## src/rtl/led_sequencer.sv

```systemverilog
// LED pattern generator: prescaled or manually stepped phase counter decoded into binary/rotate/bounce/fill patterns.
// Latency: 1 edge from advance to leds/flag/tick; no backpressure, every advance is taken immediately.
module led_sequencer #(
    parameter int CLK_HZ  = 12000000,
    parameter int TICK_HZ = 1,
    parameter int NLEDS   = 4
) (
    input  logic             clk,
    input  logic             rst,
    input  logic             en,
    input  logic             step,
    input  logic [1:0]       mode,
    output logic [NLEDS-1:0] leds,
    output logic             flag,
    output logic             tick
);

    localparam int DIV = CLK_HZ / TICK_HZ;
    localparam int DW  = (DIV > 1) ? $clog2(DIV) : 1;
    localparam int PW  = (NLEDS > $clog2(2*NLEDS) + 1) ? NLEDS : $clog2(2*NLEDS) + 1;
    localparam logic [DW-1:0] DIV_LAST = DW'(DIV - 1);

    typedef enum logic [1:0] {
        MODE_BINARY = 2'd0,
        MODE_ROTATE = 2'd1,
        MODE_BOUNCE = 2'd2,
        MODE_FILL   = 2'd3
    } mode_t;

    logic [DW-1:0] div;
    logic [PW-1:0] phase;
    mode_t         mode_q;

    logic             advance;
    mode_t            nxt_mode;
    int               nxt_ph;
    logic [NLEDS-1:0] nxt_leds;
    logic             nxt_flag;

    function automatic int period(input mode_t m);
        case (m)
            MODE_BINARY: return 1 << NLEDS;
            MODE_ROTATE: return NLEDS;
            MODE_BOUNCE: return 2*NLEDS - 2;
            default:     return 2*NLEDS;
        endcase
    endfunction

    function automatic logic [NLEDS-1:0] decode(input mode_t m, input int p);
        logic [NLEDS-1:0] one;
        int               pos;
        one = NLEDS'(1);
        case (m)
            MODE_BINARY: return NLEDS'(p);
            MODE_ROTATE: return one << p;
            MODE_BOUNCE: begin
                pos = (p < NLEDS) ? p : 2*NLEDS - 2 - p;
                return one << pos;
            end
            default: begin
                pos = (p <= NLEDS) ? p : 2*NLEDS - p;
                return NLEDS'((1 << pos) - 1);
            end
        endcase
    endfunction

    // While en is low the divider is frozen, so a pending count survives a manual-step session.
    assign advance = en ? (div == DIV_LAST) : step;

    always_comb begin
        nxt_mode = mode_q;
        nxt_ph   = 0;
        if (mode_t'(mode) != mode_q) begin
            nxt_mode = mode_t'(mode);
            nxt_ph   = 0;
        end else if (int'(phase) != period(mode_q) - 1) begin
            nxt_ph = int'(phase) + 1;
        end
        nxt_leds = decode(nxt_mode, nxt_ph);
        nxt_flag = (nxt_ph < period(nxt_mode) / 2);
    end

    always_ff @(posedge clk or posedge rst) begin
        if (rst) begin
            div    <= '0;
            phase  <= '0;
            mode_q <= MODE_BINARY;
            leds   <= '0;
            flag   <= 1'b1;
            tick   <= 1'b0;
        end else begin
            if (en) begin
                div <= (div == DIV_LAST) ? '0 : div + DW'(1);
            end
            tick <= advance;
            if (advance) begin
                mode_q <= nxt_mode;
                phase  <= PW'(nxt_ph);
                leds   <= nxt_leds;
                flag   <= nxt_flag;
            end
        end
    end

endmodule

```

## config.mk

```make
export PLATFORM = sky130hd
export DESIGN_NAME = led_sequencer
export DESIGN_NICKNAME = d
export VERILOG_FILES = /design/src/rtl/led_sequencer.sv
export SDC_FILE = /design/constraint.sdc
export NUM_CORES = 1
export LEC_CHECK = 0
export BUFFER_PORTS_ARGS = -buffer_cell sky130_fd_sc_hd__buf_2
export CORE_MARGIN = 8
export CORE_UTILIZATION = 30
export CTS_CLUSTER_DIAMETER = 200
export DETAILED_ROUTE_END_ITERATION = 7
export PLACE_DENSITY = 0.55
export SYNTH_ARGS = -nofsm -noshare
export SYNTH_HDL_FRONTEND = slang
export SYNTH_SLANG_ARGS = --single-unit
```

## constraint.sdc

```tcl
create_clock -name clk -period 6.86 [get_ports clk]
set_input_delay 0.686 -clock clk [delete_from_list [all_inputs] [get_ports clk]]
set_output_delay 0.686 -clock clk [all_outputs]
set_load 0.05 [all_outputs]
```

==> impl_summary.log <==
INFO  metric ys_top_cells_by_area = dfrtp_1 (36%), ha_1 (9.3%), xnor2_1 (5.8%), xor2_1 (5.4%), nand2_1 (4.8%)
INFO  metric worst_r2r_startpoint = mode_q[0]
INFO  metric power_leakage = 0.00127 uW
INFO  metric start_util = 0.303
INFO  metric drt_first_pass_iters = 4
INFO  metric yosys.area.top_type = dfrtp_1
INFO  metric number_of_fill_cells_in_the_layout = 866
INFO  metric timing.final.hold_violations = 0
INFO  metric finish.net_count = 302
INFO  metric syn_nets = 293
INFO  metric std_cell_rows = 33
INFO  metric worst_setup_path_end_kind = flop
INFO  metric timing.critical_path.fanout_max = 9
INFO  metric cp_data_required_time = 7070 ps
INFO  metric power.share.sequential = 0.461
INFO  metric run_status = finished, final reports clean
INFO  metric max_clock_freq = 254 MHz
INFO  metric max_slew_margin = 0.552
INFO  metric insertion_delay = 290 ps
INFO  metric postSynthAreaPerCell = 9.02 sq um
INFO  metric critical_path.n_buffers_inverters = 2
INFO  metric cts_htree_levels = 2
INFO  metric cp_slowest_stage_delay = 410 ps
INFO  metric area_of_combinational_cells_with_multiple_inputs = 1400 sq um
INFO  metric timing.setup.critical_path_class = reg2reg
INFO  metric grt_start_max_net_pins = 37
INFO  metric number_of_buffers_inserted_by_port_buffering = 11
INFO  metric worst_path_slowest_cell = dfrtp_1
INFO  metric die_height = 106 um
INFO  metric synth.cell_area = 2430 sq um
INFO  metric track_usage = 0.0959
INFO  metric first_global_vias = 1813
INFO  metric overflow = 0
INFO  metric synth_enable_flop_cells = 0
INFO  metric post_synth_inst_count = 269
INFO  metric avgRoutedWirePerCell = 13.5 um
INFO  metric ctsHoldBuffers = 0
INFO  metric dr.first_iter.drc_count = 108
INFO  metric clock_power_share = 0.269
INFO  metric clk_path_buf_depth = 2
INFO  metric route.vias.total = 1854
INFO  metric ant_nets = 0
INFO  metric yosys.cell_types.count = 50
INFO  metric hold_path_class = reg2reg
INFO  metric final-max-slew-violation-count = 0
INFO  metric routed_wl = 5170 um
INFO  metric switching_share = 0.344
INFO  metric tns = 0 ps
INFO  metric cp.arrival = 4140 ps
INFO  metric yosysWarningCount = 0
INFO  metric vdd_drop_max = 0.116 mV
INFO  metric cts-resized-gates = 0
INFO  metric worstSetupStartpointType = flop
INFO  metric numCtsBuffers = 5
INFO  metric clock_tree.root_cell = clkbuf_8
INFO  metric skew = 6.22 ps
INFO  metric sequential_to_total_area_share_from_yosys_stat = 0.372
INFO  metric switchingPower = 203 uW
INFO  metric clk_pin_slew = 70 ps
INFO  metric drc_violation_count_after_routing = 0
INFO  metric critical_path.startpoint = mode_q[0]
INFO  metric power_density = 221 nW/um^2
INFO  metric fp.dieArea = 11200 sq um
INFO  metric core_area = 8010 sq um
INFO  metric synth-seq-cells = 36
INFO  metric post_synth_top_flop = dfrtp_1
INFO  metric dp_slack = 2870 ps
INFO  metric num_io_pins = 12
INFO  metric finalSetupViolCount = 0
INFO  metric timing.max_cap.violations = 0
INFO  metric worst_slack = 2920 ps
INFO  metric grt_pass1_wl = 8990 um
INFO  metric areaGrowthSynthToFinish = 9.95%
INFO  metric post_drt_via_cell_ratio = 4.83
INFO  metric die_x = 106 um
INFO  metric number_of_setup_buffers_added_after_cts = 0
INFO  metric final_layout_size_suffix_gt1_frac = 0.104
INFO  metric most_used_standard_cell_by_instance_count_after_synthesis = dfrtp_1
INFO  metric hold_path_startpoint = leds[3]
INFO  metric critPathMostFrequentCell = nand2_1
INFO  metric synthTopCellsByCount = dfrtp_1 (35), nand2_1 (31), nor2_1 (22)
INFO  metric antenna_found_initial = 0
INFO  metric tritoncts_sinks = 36
INFO  metric crit_path_cell_trace = inv_1 > ha_1 > xnor2_1 > nor3_1 > a21oi_2 > nand2_1 > inv_1 > ha_1 > nand2_1 > nand2_1 > nand2_1 > ha_1 > nor4bb_1 > nand4_1 > and3_1 > nand3b_1 > o311ai_0 > mux2i_1 > a31oi_1
INFO  metric slew_at_the_pin_with_the_worst_max_slew_slack = 670 ps
INFO  metric power_report.internal_total = 386 uW
INFO  metric synth_async_sr_flop_share = 1.00
INFO  metric grt_setup_unrepaired = no
INFO  metric gpl.final_weighted_congestion = 0.850
INFO  metric tritoncts = done
INFO  metric synth_top_area_frac = 0.361
INFO  metric pwr-share-comb = 0.270
INFO  metric final-seq-area = 902 sq um
INFO  metric period_share = 0.574
INFO  metric antennaDiodeCount = 0
INFO  metric period_needed = 3940 ps
INFO  metric dp.final_hpwl = 3850 um
INFO  metric critPathTopFamily = simple AND/OR/NAND/NOR gates
state kept, by name, summed over array words and instances, names as in the netlist:
| signal | count |
|---|---|
| flag | 1 |
| div | 24 |
| tick | 1 |
| mode_q | 2 |
| leds | 4 |
| phase | 4 |
layout by cell type, fill, tap and decap left out, types with 6 or more instances in the layout:
master,Yosys,final
xor2_1,15,15
nand4_1,6,6
a21oi_1,6,6
nand3_1,15,15
xnor2_1,16,16
nor2_1,22,22
clkbuf_8,0,6
dfrtp_1,35,35
and3_1,8,8
inv_1,18,18
buf_2,4,11
o21ai_0,11,11
nand2_1,31,31
ha_1,18,18
mux2i_1,6,6
final cells by class:
type,count,share of cell area
Multi-Input combinational cell,204,0.526
Clock buffer,7,0.0323
Clock inverter,1,0.00281
Tap cell,105,0.0492
Inverter,18,0.0253
Sequential cell,36,0.338
Timing Repair Buffer,13,0.0263
worst paths after layout:
kind / slack (ps) / to / depth (start not counted)
setup / recovery: 2920 / leds[2] / 19
hold / removal: 480 / leds[3] / 1
setup reg to reg: 2920 / leds[2] / 19
hold reg to reg: 480 / leds[3] / 1
max in group asynchronous: 6020 / flag / 3
min in group asynchronous: 490 / div[14] / 3
stage by stage:
stage	hold WS (ps)	cells	instance area (sq um)	total power (uW)	util
global route	517	384	2670	634	0.333
detailed placement	470	376	2570	435	0.321
floorplan	456	269	2430	397	-
CTS	489	384	2670	599	0.333
global placement	473	376	2570	435	0.321
finish	483	384	2670	589	0.333
power groups by stage:
stage | combinational (uW) | sequential (uW) | clock (uW)
2_1_floorplan | 111 | 286 | 0
3_3_place_gp | 158 | 276 | 0
3_5_place_dp | 160 | 276 | 0
4_1_cts | 160 | 272 | 167
5_1_grt | 183 | 277 | 175
6_report | 159 | 272 | 158
per-layer routing:
layer,track usage,up-vias,part of all wire
li1,-,941,-
met1,0.135,866,0.52
met2,0.142,40,0.44
met3,0.0181,7,0.030
met4,0.0372,0,0.016
met5,0,-,0
cells by family (layout without fill, tap and decap cells):
kind of cell	Yosys count	after routing	share of synthesized area
and+or+nand+nor	107	107	0.226
AOI/OAI and AO/OA	39	39	0.107
DFF	36	36	0.372
xor gates and xnor gates	32	32	0.119
buffers and inverters	29	39	0.0500
adders and majority gates	18	18	0.0928
muxes	8	8	0.0340
Power figures use the tool's default switching activity.
